<file path="src/rtl/seg7_blink_multi.sv">
// Multi-digit 7-segment driver with a per-digit blink mask and force-off.
// Segment outputs are registered and low-active (gfedcba per digit).
module seg7_blink_multi #(
    parameter int NDIG  = 4,
    parameter int DIV   = 25000000,
    parameter int DIV_W = 25
) (
    input  logic                 CLK,
    input  logic                 RST,
    input  logic                 en,
    input  logic                 ld,
    input  logic [5*NDIG-1:0]    code,
    input  logic [NDIG-1:0]      blank,
    input  logic [NDIG-1:0]      bmask,
    output logic [7*NDIG-1:0]    nSEG,
    output logic                 phase,
    output logic                 tick
);

    localparam logic [DIV_W-1:0] LAST_CNT = DIV_W'(DIV - 1);

    logic [DIV_W-1:0]  cnt;
    logic [5*NDIG-1:0] shadowCode;
    logic [NDIG-1:0]   shadowBlank;
    logic [NDIG-1:0]   shadowBmask;
    logic [7*NDIG-1:0] segNext;

    function automatic logic [6:0] decodeChar(input logic [4:0] c);
        logic [6:0] seg;
        case (c)
            5'h00: seg = 7'h40;
            5'h01: seg = 7'h79;
            5'h02: seg = 7'h24;
            5'h03: seg = 7'h30;
            5'h04: seg = 7'h19;
            5'h05: seg = 7'h12;
            5'h06: seg = 7'h02;
            5'h07: seg = 7'h78;
            5'h08: seg = 7'h00;
            5'h09: seg = 7'h10;
            5'h0A: seg = 7'h08;
            5'h0B: seg = 7'h03;
            5'h0C: seg = 7'h46;
            5'h0D: seg = 7'h21;
            5'h0E: seg = 7'h06;
            5'h0F: seg = 7'h0E;
            5'h10: seg = 7'h47;
            5'h11: seg = 7'h3F;
            default: seg = 7'h7F;
        endcase
        return seg;
    endfunction

    // Dropping the enable parks the blinker in its visible half with a fresh period.
    always_ff @(posedge CLK or posedge RST) begin
        if (RST) begin
            cnt   <= '0;
            phase <= 1'b1;
            tick  <= 1'b0;
        end else if (!en) begin
            cnt   <= '0;
            phase <= 1'b1;
            tick  <= 1'b0;
        end else if (cnt == LAST_CNT) begin
            cnt   <= '0;
            phase <= ~phase;
            tick  <= 1'b1;
        end else begin
            cnt   <= cnt + DIV_W'(1);
            tick  <= 1'b0;
        end
    end

    always_ff @(posedge CLK or posedge RST) begin
        if (RST) begin
            shadowCode  <= '0;
            shadowBlank <= '1;
            shadowBmask <= '0;
        end else if (ld) begin
            shadowCode  <= code;
            shadowBlank <= blank;
            shadowBmask <= bmask;
        end
    end

    // Force-off wins over everything; blink-masked digits go dark in the dark half.
    always_comb begin
        segNext = '1;
        for (int i = 0; i < NDIG; i++) begin
            if (shadowBlank[i] || (shadowBmask[i] && !phase))
                segNext[7*i +: 7] = 7'h7F;
            else
                segNext[7*i +: 7] = decodeChar(shadowCode[5*i +: 5]);
        end
    end

    always_ff @(posedge CLK or posedge RST) begin
        if (RST)
            nSEG <= '1;
        else
            nSEG <= segNext;
    end

endmodule

</file>
<file path="config.mk">
export PLATFORM = sky130hd
export DESIGN_NAME = seg7_blink_multi
export DESIGN_NICKNAME = d
export VERILOG_FILES = /design/src/rtl/seg7_blink_multi.sv
export SDC_FILE = /design/constraint.sdc
export NUM_CORES = 1
export LEC_CHECK = 0
export CAP_MARGIN = 20
export CORE_ASPECT_RATIO = 1.25
export CORE_MARGIN = 2
export CORE_UTILIZATION = 55
export DETAILED_ROUTE_END_ITERATION = 10
export PLACE_DENSITY = 0.86
export SYNTH_ARGS = -nofsm -noshare
export SYNTH_HDL_FRONTEND = slang
export SYNTH_SLANG_ARGS = --single-unit
</file>
<file path="constraint.sdc">
create_clock -name CLK -period 3.2 [get_ports CLK]
set_clock_uncertainty 0.15 [all_clocks]
set_input_delay 0.48 -clock CLK [delete_from_list [all_inputs] [get_ports CLK]]
set_output_delay 0.48 -clock CLK [all_outputs]
set_load 0.02 [all_outputs]
</file>
==> results.toml <==
[cells_and_area]
multi_input_area_um2 = 2202
diodes = 0
drive_gt1_share_pct = 17.17
layout.nets = 551
area.growth.synth_to_final_pct = 19.45
fin_area_um2 = 5341
nFillCells = 577
fin_util_pct = 68.15
seqCellArea_um2 = 2118

[critical_path]
timing.rr.end = "cnt[11]"
critical_path_arrival_ns = 2.39
r2r_slack_ns = 0.90
end_kind = "register"
worstPathRequired_ns = 3.29
reg2reg_depth = 6
crit_fanout = 25
r2r-start = "cnt[0]"
cp-startpoint = "cnt[0]"
criticalPathCategory = "register to register"
critPathLaunchType = "register"

[clocking]
cts_buffer_depth = 2
clk_pin_slew_worst_paths_ns = 0.08
cts_buffers = 9
cts.repair.resized = 0
h-tree-depth = 3
cts_tree = "built"
cts_setup_buffers = 0
clkLatencyLatePin_ns = 0.36
root_buffer = "clkbuf_8"
hold_buffers = 0
clock-sinks = 83

[global_routing]
gr-total-overflow = 0
grt_pass1_wl_um = 15020
antenna_found_initial = 0
grtUsageMet2_pct = 35.77
first_global_vias = 3373
gr-usage-met3_pct = 4.739
use_met1_pct = 25.63
grt_start_max_net_pins = 81
grt-busiest-layer = "met2"
grt_util_all_layers_pct = 20.79

[pwr]
power_density_nw_per_um2 = 449.1
peakVddDrop_mv = 0.3368
p_total_w = 0.002399
p_leak_nw = 2.200

[floorplanning]
initial_utilization_pct = 57.06
core_um2 = 7838
fp.dieW_um = 84.65
rows = 36
die-area_um2 = 8872
ios = 62
fp.dieH_um = 104.8

[synthesis]
synth.mux.area_fraction_pct = 8.534
yosys.area_share.simple_pct = 17.82
ys_types = 46
synth-async-reset-ratio_pct = 100.0
ys_seq_area_share_pct = 47.37
synth_fp_nets = 494
synthAdderAreaFrac_pct = 8.114
synth-edff-count = 0
avgSynthCellArea_um2 = 10.33
yosysWarningCount = 0
synth-xor-area-share_pct = 2.742
synth_compound_area_share_pct = 12.03
syn_area_um2 = 4472
ys_ff_latch = 83
synth_top_family_by_area = "simple AND/OR/NAND/NOR gates"
syn_inst = 433
ys.flop_type = "dfrtp_1"

[drt]
viasPerCell = 5.973
ant_nets = 0
drt_iter0_drc = 274
drt_drc_violations_left = 0
wl_per_cell_um = 15.33
dr_total_vias = 3524
wl_um = 9046
drt-pass1-iter-count = 5

[timing]
period_share_pct = 71.91
slew_headroom_pct = 63.88
final.setup.tns_ns = 0
rsz0062_at_grt = "false"
worst_pin_slew_ns = 0.5419
period_minus_slack_ns = 2.301
setup_violations = 0
fin_ws_ns = 0.8989
clock.fmax_mhz = 434.6
drv_slew = 0
hold_violations = 0

[placement]
port_buffers = 61
dp_slack_ns = 0.9115
post_dp_cell_area_um2 = 5165
dp_hpwl_um = 6301
routabilityCongestion = 0.8758

[run_status]
status = "completed"

[job]
drv_cap = 0

[worst_hold_path]
hp-class = "primary input to async pin"
## critical path, stage by stage (launching register included)
cell and delay, ns:
dfrtp_1 0.40, ha_1 0.21, nand2_1 0.16, or4_1 0.60, o31ai_4 0.27, buf_4 0.30
nor2_1 0.09
## cells in the final DEF (no fill, tap or decap), types with 3 or more instances in the layout
cell	count
a211oi_1	4
a21oi_1	17
a32oi_1	3
and2_1	3
and3_1	10
clkbuf_8	9
clkdlybuf4s50_1	61
clkinvlp_4	4
dfrtp_1	50
dfstp_2	33
ha_1	29
inv_1	20
mux2_2	19
mux2i_1	10
mux4_2	3
nand2_1	43
nand2b_1	5
nand3_1	10
nand4_1	4
nor2_1	36
nor2b_1	4
nor3_1	7
nor3b_1	3
nor4_1	5
o211ai_1	12
o21ai_0	30
o31ai_1	9
or4_1	11
xnor2_1	10
xor2_1	4
## per-stage QoR
stage | cells | hold slack, ns
2_1_floorplan | 433 | 0.3035
3_3_place_gp | 574 | 0.3174
3_5_place_dp | 574 | 0.3378
4_1_cts | 590 | 0.1322
5_1_grt | 590 | 0.1379
6_report | 590 | 0.1416
## per-layer routing
layer / vias up / part of all wire [%] / wire length [µm]
met5: - / 0 / 0
met4: 0 / 1.1 / 98
met3: 13 / 5.0 / 454
met2: 101 / 52 / 4714
met1: 1755 / 42 / 3779
li1: 1655 / - / -
## registers in the layout, summed over array words and instances (netlist names)
signal and count:
tick 1, phase 1, shadowBlank 4, cnt 25
shadowCode 20, shadowBmask 4, nSEG 28
## report_power, final
group          switching [W]  internal, W  leakage [nW]
Clock               0.000388     0.000283        0.0779
Combinational       0.000244     0.000237          1.13
Sequential         0.0000826      0.00116         0.995
Total               0.000714      0.00168          2.20
## kinds of logic (layout without fill, tap and decap cells)
group / count (synthesis) / after routing
AND/OR/NAND/NOR: 152 / 152
AO/OA/AOI/OAI: 84 / 84
flip-flops: 83 / 83
buffers and inverters: 39 / 101
multiplexers: 32 / 32
adder cells (fa/ha/maj): 29 / 29
XOR/XNOR: 14 / 14
## final cells by class
class,instances,area share [%]
well taps,95,2.225
inverters,21,1.499
flip-flops and latches,83,39.66
clock inverters,7,0.9838
multi-input cells,311,41.23
clock buffers,9,2.319
repair buffers,64,12.09
## synthesized netlist by cell type, types with 5 or more instances
cell / count / area share (%)
nand2b_1: 5 / 0.70
a21oi_1: 17 / 1.9
mux2i_1: 10 / 2.2
xnor2_1: 10 / 2.0
nand3_1: 10 / 1.1
nor3_1: 7 / 0.78
ha_1: 29 / 8.1
or4_1: 11 / 1.8
nor2_1: 36 / 3.0
dfrtp_1: 50 / 28
o31ai_1: 9 / 1.5
inv_1: 21 / 1.8
clkbuf_1: 10 / 0.84
nand2_1: 43 / 3.6
o211ai_1: 12 / 2.0
nor4_1: 5 / 0.70
dfstp_2: 33 / 19
o21ai_0: 30 / 3.4
mux2_2: 19 / 4.8
and3_1: 10 / 1.4
## how the worst max path moves through the flow
| stage | endpoint | depth (start not counted) |
|---|---|---|
| 6_report | cnt[11] | 6 |
| 3_3_place_gp | cnt[13] | 6 |
| 5_1_grt | cnt[5] | 6 |
| 3_5_place_dp | cnt[2] | 6 |
| 4_1_cts | cnt[11] | 6 |
| 2_1_floorplan | cnt[0] | 1 |
Note: power is estimated with default switching activity, not from simulation.
